===== config.mk =====
export PLATFORM = sky130hd
export DESIGN_NAME = vid_box_overlay_out
export DESIGN_NICKNAME = d
export VERILOG_FILES = /design/src/rtl/vid_box_overlay_out.sv
export SDC_FILE = /design/constraint.sdc
export NUM_CORES = 1
export LEC_CHECK = 0
export ABC_AREA = 1
export BUFFER_PORTS_ARGS = -buffer_cell sky130_fd_sc_hd__buf_2
export CELL_PAD_IN_SITES_DETAIL_PLACEMENT = 0
export CELL_PAD_IN_SITES_GLOBAL_PLACEMENT = 1
export CORE_MARGIN = 2
export CORE_UTILIZATION = 43
export DETAILED_ROUTE_END_ITERATION = 8
export GPL_TIMING_DRIVEN = 0
export PLACE_DENSITY = 0.86
export SLEW_MARGIN = 20
export SYNTH_ARGS = -nofsm -noshare
export SYNTH_HDL_FRONTEND = slang
export SYNTH_SLANG_ARGS = --single-unit

===== constraint.sdc =====
create_clock -name clk -period 4.3 [get_ports clk]
set_clock_uncertainty 0.2 [all_clocks]
set_input_delay 1.29 -clock clk [delete_from_list [all_inputs] [get_ports clk]]
set_output_delay 1.29 -clock clk [all_outputs]
set_load 0.02 [all_outputs]

===== src/rtl/vid_box_overlay_out.sv =====
// VGA output stage: bounding-box overlay, 2-clk re-timing of video/syncs, frame geometry measurement.
// Optional underflow counter enabled by defining VID_UNDERFLOW_CNT_EN.
module vid_box_overlay_out #(
    parameter int          BORDER_W = 2,
    parameter logic [23:0] BOX_RGB  = 24'hFF0000,
    parameter int          CNT_W    = 12
) (
    input  logic             clk,
    input  logic             reset_n,
    input  logic [23:0]      vid_data,
    input  logic             vid_datavalid,
    input  logic             vid_h_sync,
    input  logic             vid_v_sync,
    input  logic             vid_v,
    input  logic             vid_underflow,
    input  logic             box_en,
    input  logic [CNT_W-1:0] box_x0,
    input  logic [CNT_W-1:0] box_x1,
    input  logic [CNT_W-1:0] box_y0,
    input  logic [CNT_W-1:0] box_y1,
    output logic [7:0]       vga_r,
    output logic [7:0]       vga_g,
    output logic [7:0]       vga_b,
    output logic             vga_hs,
    output logic             vga_vs,
    output logic             vga_blank_n,
    output logic [CNT_W-1:0] frame_width,
    output logic [CNT_W-1:0] frame_height,
    output logic [15:0]      frame_cnt,
    output logic             locked,
    output logic [15:0]      uf_count,
    output logic             uf_sticky
);

    localparam logic [CNT_W-1:0] CNT_MAX = {CNT_W{1'b1}};
    localparam logic [CNT_W:0]   BW      = (CNT_W+1)'(BORDER_W);

    logic             dv_d, v_d;
    logic [CNT_W-1:0] x, y, line_w;
    logic [CNT_W-1:0] x_inc, px, y_nxt, line_w_nxt;
    logic             line_end, vb_entry;

    logic             sh_en;
    logic [CNT_W-1:0] sh_x0, sh_x1, sh_y0, sh_y1;
    logic [CNT_W:0]   ex, ey, ex0, ex1, ey0, ey1;
    logic             box_ok, in_rect, in_band, hit;

    logic [23:0]      data_s1;
    logic             dv_s1, hs_s1, vs_s1, hit_s1;

    // x holds the coordinate of the last active pixel; px is the coordinate of the pixel now at the input
    always_comb begin
        x_inc      = (x == CNT_MAX) ? x : x + 1'b1;
        px         = dv_d ? x_inc : '0;
        line_end   = dv_d & ~vid_datavalid;
        vb_entry   = vid_v & ~v_d;
        y_nxt      = y;
        line_w_nxt = line_w;
        if (line_end) begin
            y_nxt      = (y == CNT_MAX) ? y : y + 1'b1;
            line_w_nxt = x_inc;
        end
    end

    always_ff @(posedge clk or negedge reset_n) begin
        if (!reset_n) begin
            dv_d   <= 1'b0;
            v_d    <= 1'b0;
            x      <= '0;
            y      <= '0;
            line_w <= '0;
        end else begin
            dv_d   <= vid_datavalid;
            v_d    <= vid_v;
            line_w <= line_w_nxt;
            y      <= vb_entry ? '0 : y_nxt;
            if (line_end)
                x <= '0;
            else if (vid_datavalid)
                x <= px;
        end
    end

    always_ff @(posedge clk or negedge reset_n) begin
        if (!reset_n) begin
            frame_width  <= '0;
            frame_height <= '0;
            frame_cnt    <= '0;
            locked       <= 1'b0;
            sh_en        <= 1'b0;
            sh_x0        <= '0;
            sh_x1        <= '0;
            sh_y0        <= '0;
            sh_y1        <= '0;
        end else if (vb_entry) begin
            frame_width  <= line_w_nxt;
            frame_height <= y_nxt;
            frame_cnt    <= frame_cnt + 1'b1;
            locked       <= 1'b1;
            sh_en        <= box_en;
            sh_x0        <= box_x0;
            sh_x1        <= box_x1;
            sh_y0        <= box_y0;
            sh_y1        <= box_y1;
        end
    end

    // One extra bit keeps x0+BW from wrapping; x1-BW is evaluated as x+BW > x1 so it never underflows
    always_comb begin
        ex      = {1'b0, px};
        ey      = {1'b0, y};
        ex0     = {1'b0, sh_x0};
        ex1     = {1'b0, sh_x1};
        ey0     = {1'b0, sh_y0};
        ey1     = {1'b0, sh_y1};
        box_ok  = locked && sh_en && (ex0 <= ex1) && (ey0 <= ey1);
        in_rect = (ex >= ex0) && (ex <= ex1) && (ey >= ey0) && (ey <= ey1);
        in_band = (ex < ex0 + BW) || (ex + BW > ex1) || (ey < ey0 + BW) || (ey + BW > ey1);
        hit     = box_ok && in_rect && in_band;
    end

    always_ff @(posedge clk or negedge reset_n) begin
        if (!reset_n) begin
            data_s1     <= '0;
            dv_s1       <= 1'b0;
            hs_s1       <= 1'b0;
            vs_s1       <= 1'b0;
            hit_s1      <= 1'b0;
            vga_r       <= '0;
            vga_g       <= '0;
            vga_b       <= '0;
            vga_hs      <= 1'b0;
            vga_vs      <= 1'b0;
            vga_blank_n <= 1'b0;
        end else begin
            data_s1     <= vid_data;
            dv_s1       <= vid_datavalid;
            hs_s1       <= vid_h_sync;
            vs_s1       <= vid_v_sync;
            hit_s1      <= hit & vid_datavalid;
            vga_hs      <= hs_s1;
            vga_vs      <= vs_s1;
            vga_blank_n <= dv_s1;
            if (!dv_s1)
                {vga_r, vga_g, vga_b} <= '0;
            else if (hit_s1)
                {vga_r, vga_g, vga_b} <= BOX_RGB;
            else
                {vga_r, vga_g, vga_b} <= data_s1;
        end
    end

`ifdef VID_UNDERFLOW_CNT_EN
    logic uf_d;

    always_ff @(posedge clk or negedge reset_n) begin
        if (!reset_n) begin
            uf_d      <= 1'b0;
            uf_count  <= '0;
            uf_sticky <= 1'b0;
        end else begin
            uf_d <= vid_underflow;
            if (vid_underflow && !uf_d) begin
                uf_sticky <= 1'b1;
                if (uf_count != 16'hFFFF)
                    uf_count <= uf_count + 1'b1;
            end
        end
    end
`else
    logic unused_underflow;
    assign unused_underflow = vid_underflow;
    assign uf_count         = '0;
    assign uf_sticky        = 1'b0;
`endif

endmodule

==> results summary <==
Setup violations remaining at the end of the flow were counted as 0. Setup repair after global routing left no endpoint under its margin. The first detailed-routing pass took 5 iterations. Among the stages of the critical path, the cell type that occurs most often is sky130_fd_sc_hd__nand2_1.

On the worst path, the slowest cell contributes a delay of 0.40 ns. The number of nets in the layout came out at about 1600. The count of flip-flops with a built-in enable after synthesis is 0. The number of antenna cells inserted came out at 0. The startpoint identified for the worst hold timing path is vs_s1$_DFF_PN0_. The number of port buffers is roughly 150. After clock tree synthesis, the clock-pin slew on the worst setup and hold paths is 0.08 ns. The least setup slack across all paths after layout is 0.423 ns. The via count of the first global-routing pass came to 8351. The Yosys step of the flow raised 0 warnings. The worst-case clock buffer depth is 2. After clock tree synthesis, the setup repair step added 0 buffers. The destination of the worst hold path is vga_vs$_DFF_PN0_. The cell family contributing the most delay on the critical path is simple AND/OR/NAND/NOR gates.

Summed over all cells, the static leakage comes to 6.67 nW. The worst setup slack before clock tree synthesis came out at about 0.22 ns. The routed design could run at a clock period as short as 3.88 ns.

The cell sitting at the root of the clock tree is a sky130_fd_sc_hd__clkbuf_16. After detailed placement, the total cell area comes to around 12000 sq um. On the critical path, the stage with the largest delay is an instance of sky130_fd_sc_hd__dfrtp_1. From left edge to right edge, the die measures ~160 um. The number of hold buffers added after CTS was 0.

The most used flip-flop cell after synthesis is sky130_fd_sc_hd__dfrtp_1. Clock tree synthesis found a total of 182 sinks. The synthesized area per cell is 8.53 sq um. STA classifies the critical path startpoint as a register. The number of cells on the worst reg-to-reg path is 29.

The arrival time at the worst endpoint is between 3 and 4 ns. The top cell types in the final layout, fill and taps aside, are sky130_fd_sc_hd__nand2_1, sky130_fd_sc_hd__dfrtp_1, sky130_fd_sc_hd__inv_1, sky130_fd_sc_hd__buf_2, sky130_fd_sc_hd__ha_1. The measured slew at the worst slew-check pin came out at 0.653 ns. The largest net degree at the start of global routing came out at 73. The post-synthesis cell count is 1233. Routability-driven placement finished with a final weighted congestion of roughly 0.87. Summing all non-filler instances in the final layout gives an area of 12400 sq um. The routed wire length is 25100 um.

The die area is 25700 sq um. The achievable frequency came out at between 0.2 and 0.3 GHz. The share of cells above drive strength 1 is between 10% and 20%. The flow ran to the end, and the final reports show no timing, DRC or antenna violations. The critical path buffer and inverter count is 4. The initial core utilization came out at between 40% and 50%. The number of top-level design ports came out at 165. The part of the cycle the worst path needs is 90.2%. Leaving out fill and tap cells, the most frequent cell in the layout is sky130_fd_sc_hd__nand2_1. The first routing iteration left between 400 and 500 violations. Across the VDD grid, the largest voltage drop is 0.206 mV. Counting instances, the worst hold path has a depth of 0. Sequential cells were found to cover 43.3% of the synthesized design area. Across the run, the number of max-cap violations was 0.

The overall via count from detail_route is 8377. The maximum fanout along the worst path is 10. The die is 160 um tall. The endpoint identified for the worst register-to-register timing path is hit_s1$_DFF_PN0_. The number of standard-cell rows in the floorplan is between 50 and 60.

The total track usage is 20.4%. The fraction of registers with async set or reset after synthesis came out at between 90% and 100%. The final hold violation count was 0.

The first-pass GRT wire length came out at 42000 um. The routed wire length per instance came out at 14.3 um. The count of state elements after synthesis came out at 182.

In this run the tightest slew margin relative to its limit is 56.5%. The number of antenna violations at the first check in global routing is 0. The area added between synthesis and finish is 17.7%.

After filler insertion, the fill cell instance count of the layout stands at 2310. The worst flop-to-flop path startpoint is x[0]$_DFFE_PN0P_. The detailed placement HPWL came out at ~20000 um. The number of remaining DRC errors is 0. The critical path is of the register to register type. Yosys mapped the design onto 43 distinct sky130hd cell types. Power spread over the standard cell area amounts to ~370 nW/um^2.

The clock tree from TritonCTS is done. The count of nets left with antenna violations once routing finished came out at 0. The CTS H-tree depth came out at 4. The total core area is 24200 sq um. For flop-to-flop paths, the worst setup slack is 0.42 ns. The critical path endpoint category is a register. In the routed layout, each cell is associated on average with a via count of 4.78. Clock latency on the worst-skew pair, taken at its later pin, is 0.43 ns.

The final number of max-transition violations is 0. After synthesis the cells add up to approximately 11000 sq um. The endpoint required time on the critical path is 4.41 ns. Clock tree synthesis inserted a total of 17 buffers. The min-delay analysis places its worst path in the category register to register. The overflow left after global routing came out at 0.
## report_power, final
| part | leakage, nW | switching [mW] | total (mW) | internal, mW |
|---|---|---|---|---|
| clock network | 0.293 | 0.750 | 1.59 | 0.844 |
| logic | 4.09 | 0.643 | 0.999 | 0.357 |
| registers | 2.29 | 0.116 | 1.98 | 1.86 |
| total | 6.67 | 1.51 | 4.57 | 3.06 |
## worst max-delay path by stage
stage / start / endpoint / slack [ns] / depth (start not counted)
floorplan: x[0]$_DFFE_PN0P_ / hit_s1$_DFF_PN0_ / 0.95 / 29
global placement: reset_n / sh_y0[3]$_DFFE_PN0P_ / -1.19 / 1
detailed placement: x[0]$_DFFE_PN0P_ / hit_s1$_DFF_PN0_ / 0.22 / 29
CTS: x[0]$_DFFE_PN0P_ / hit_s1$_DFF_PN0_ / 0.19 / 29
global route: x[0]$_DFFE_PN0P_ / hit_s1$_DFF_PN0_ / 0.1 / 29
finish: x[0]$_DFFE_PN0P_ / hit_s1$_DFF_PN0_ / 0.42 / 29
## final cells by class
class	instances	area, sq um	share of cell area, %
multi-input cells	865	5200	42.0
flip-flops and latches	182	4550	36.8
repair buffers	148	796	6.43
inverters	158	598	4.83
clock buffers	18	439	3.55
well taps	324	405	3.27
plain buffers	44	234	1.89
clock inverters	13	155	1.25
## kinds of logic after synthesis
kind of cell / count (synthesis) / share of synthesized area (%)
AO/OA/AOI/OAI: 168 / 8.55
XOR/XNOR: 55 / 4.58
adder cells (fa/ha/maj): 123 / 14.6
buffers and inverters: 202 / 7.91
flip-flops: 182 / 43.3
multiplexers: 1 / 0.0952
other: 1 / 0.0357
AND/OR/NAND/NOR: 501 / 20.9
## synthesized netlist by cell type, types with 3 or more instances
cell type	count	area share, %
sky130_fd_sc_hd__nor2_4	5	0.54
sky130_fd_sc_hd__nor3_1	14	0.67
sky130_fd_sc_hd__a21oi_1	49	2.3
sky130_fd_sc_hd__nor2_1	115	4.1
sky130_fd_sc_hd__inv_1	154	5.5
sky130_fd_sc_hd__o21ai_0	87	4.1
sky130_fd_sc_hd__nand2_2	8	0.48
sky130_fd_sc_hd__a31oi_1	8	0.48
sky130_fd_sc_hd__or2_2	3	0.18
sky130_fd_sc_hd__nor3_2	6	0.57
sky130_fd_sc_hd__inv_2	3	0.11
sky130_fd_sc_hd__o22ai_1	9	0.54
sky130_fd_sc_hd__clkbuf_1	22	0.79
sky130_fd_sc_hd__nand4_1	17	1.0
sky130_fd_sc_hd__buf_1	3	0.11
sky130_fd_sc_hd__nand3_1	48	2.3
sky130_fd_sc_hd__nand3b_1	3	0.21
sky130_fd_sc_hd__nand2_1	273	9.7
sky130_fd_sc_hd__dfrtp_1	182	43
sky130_fd_sc_hd__xnor2_1	8	0.67
sky130_fd_sc_hd__xor2_1	47	3.9
sky130_fd_sc_hd__buf_4	18	1.3
sky130_fd_sc_hd__ha_1	123	15
## flip-flops by register name (all words and copies together), names as in the netlist, 8 cells and up
signal / cells
data_s1: 24
frame_cnt: 16
frame_height: 12
frame_width: 12
line_w: 12
sh_x0: 12
sh_x1: 12
sh_y0: 12
sh_y1: 12
vga_b: 8
vga_g: 8
vga_r: 8
x: 12
y: 12
## worst register-to-register path: cells and delay by family (launching register included)
kind	cells	cell delay [ns]
AOI/OAI and AO/OA	2	0.28
buffers and inverters	4	0.31
and+or+nand+nor	20	1.91
DFF	1	0.40
adders and majority gates	3	0.65
## what timing repair did
action,in CTS,in global routing
endpoints found under the hold margin,0,0
endpoints found under the setup margin,0,1
resized for setup,0,2
## layer usage
metal / GRT usage [%] / share of wire, % / vias to the layer above
li1: - / - / 4329
met1: 26.0 / 45 / 3875
met3: 2.89 / 2.9 / 28
met2: 36.4 / 50 / 145
met5: 0 / 0 / -
met4: 5.65 / 1.8 / 0
## stage by stage
stage / util (%) / power (mW) / cells / setup TNS, ns / hold slack, ns
floorplan: - / 2.66 / 1249 / 0 / 0.131
global placement: 48.4 / 2.98 / 1719 / -212.94 / 0.132
detailed placement: 48.7 / 3.02 / 1721 / 0 / 0.137
CTS: 51.2 / 4.61 / 1752 / 0 / 0.154
global route: 51.2 / 4.85 / 1752 / 0 / 0.158
finish: 51.2 / 4.57 / 1752 / 0 / 0.153
Power figures use the tool's default switching activity.
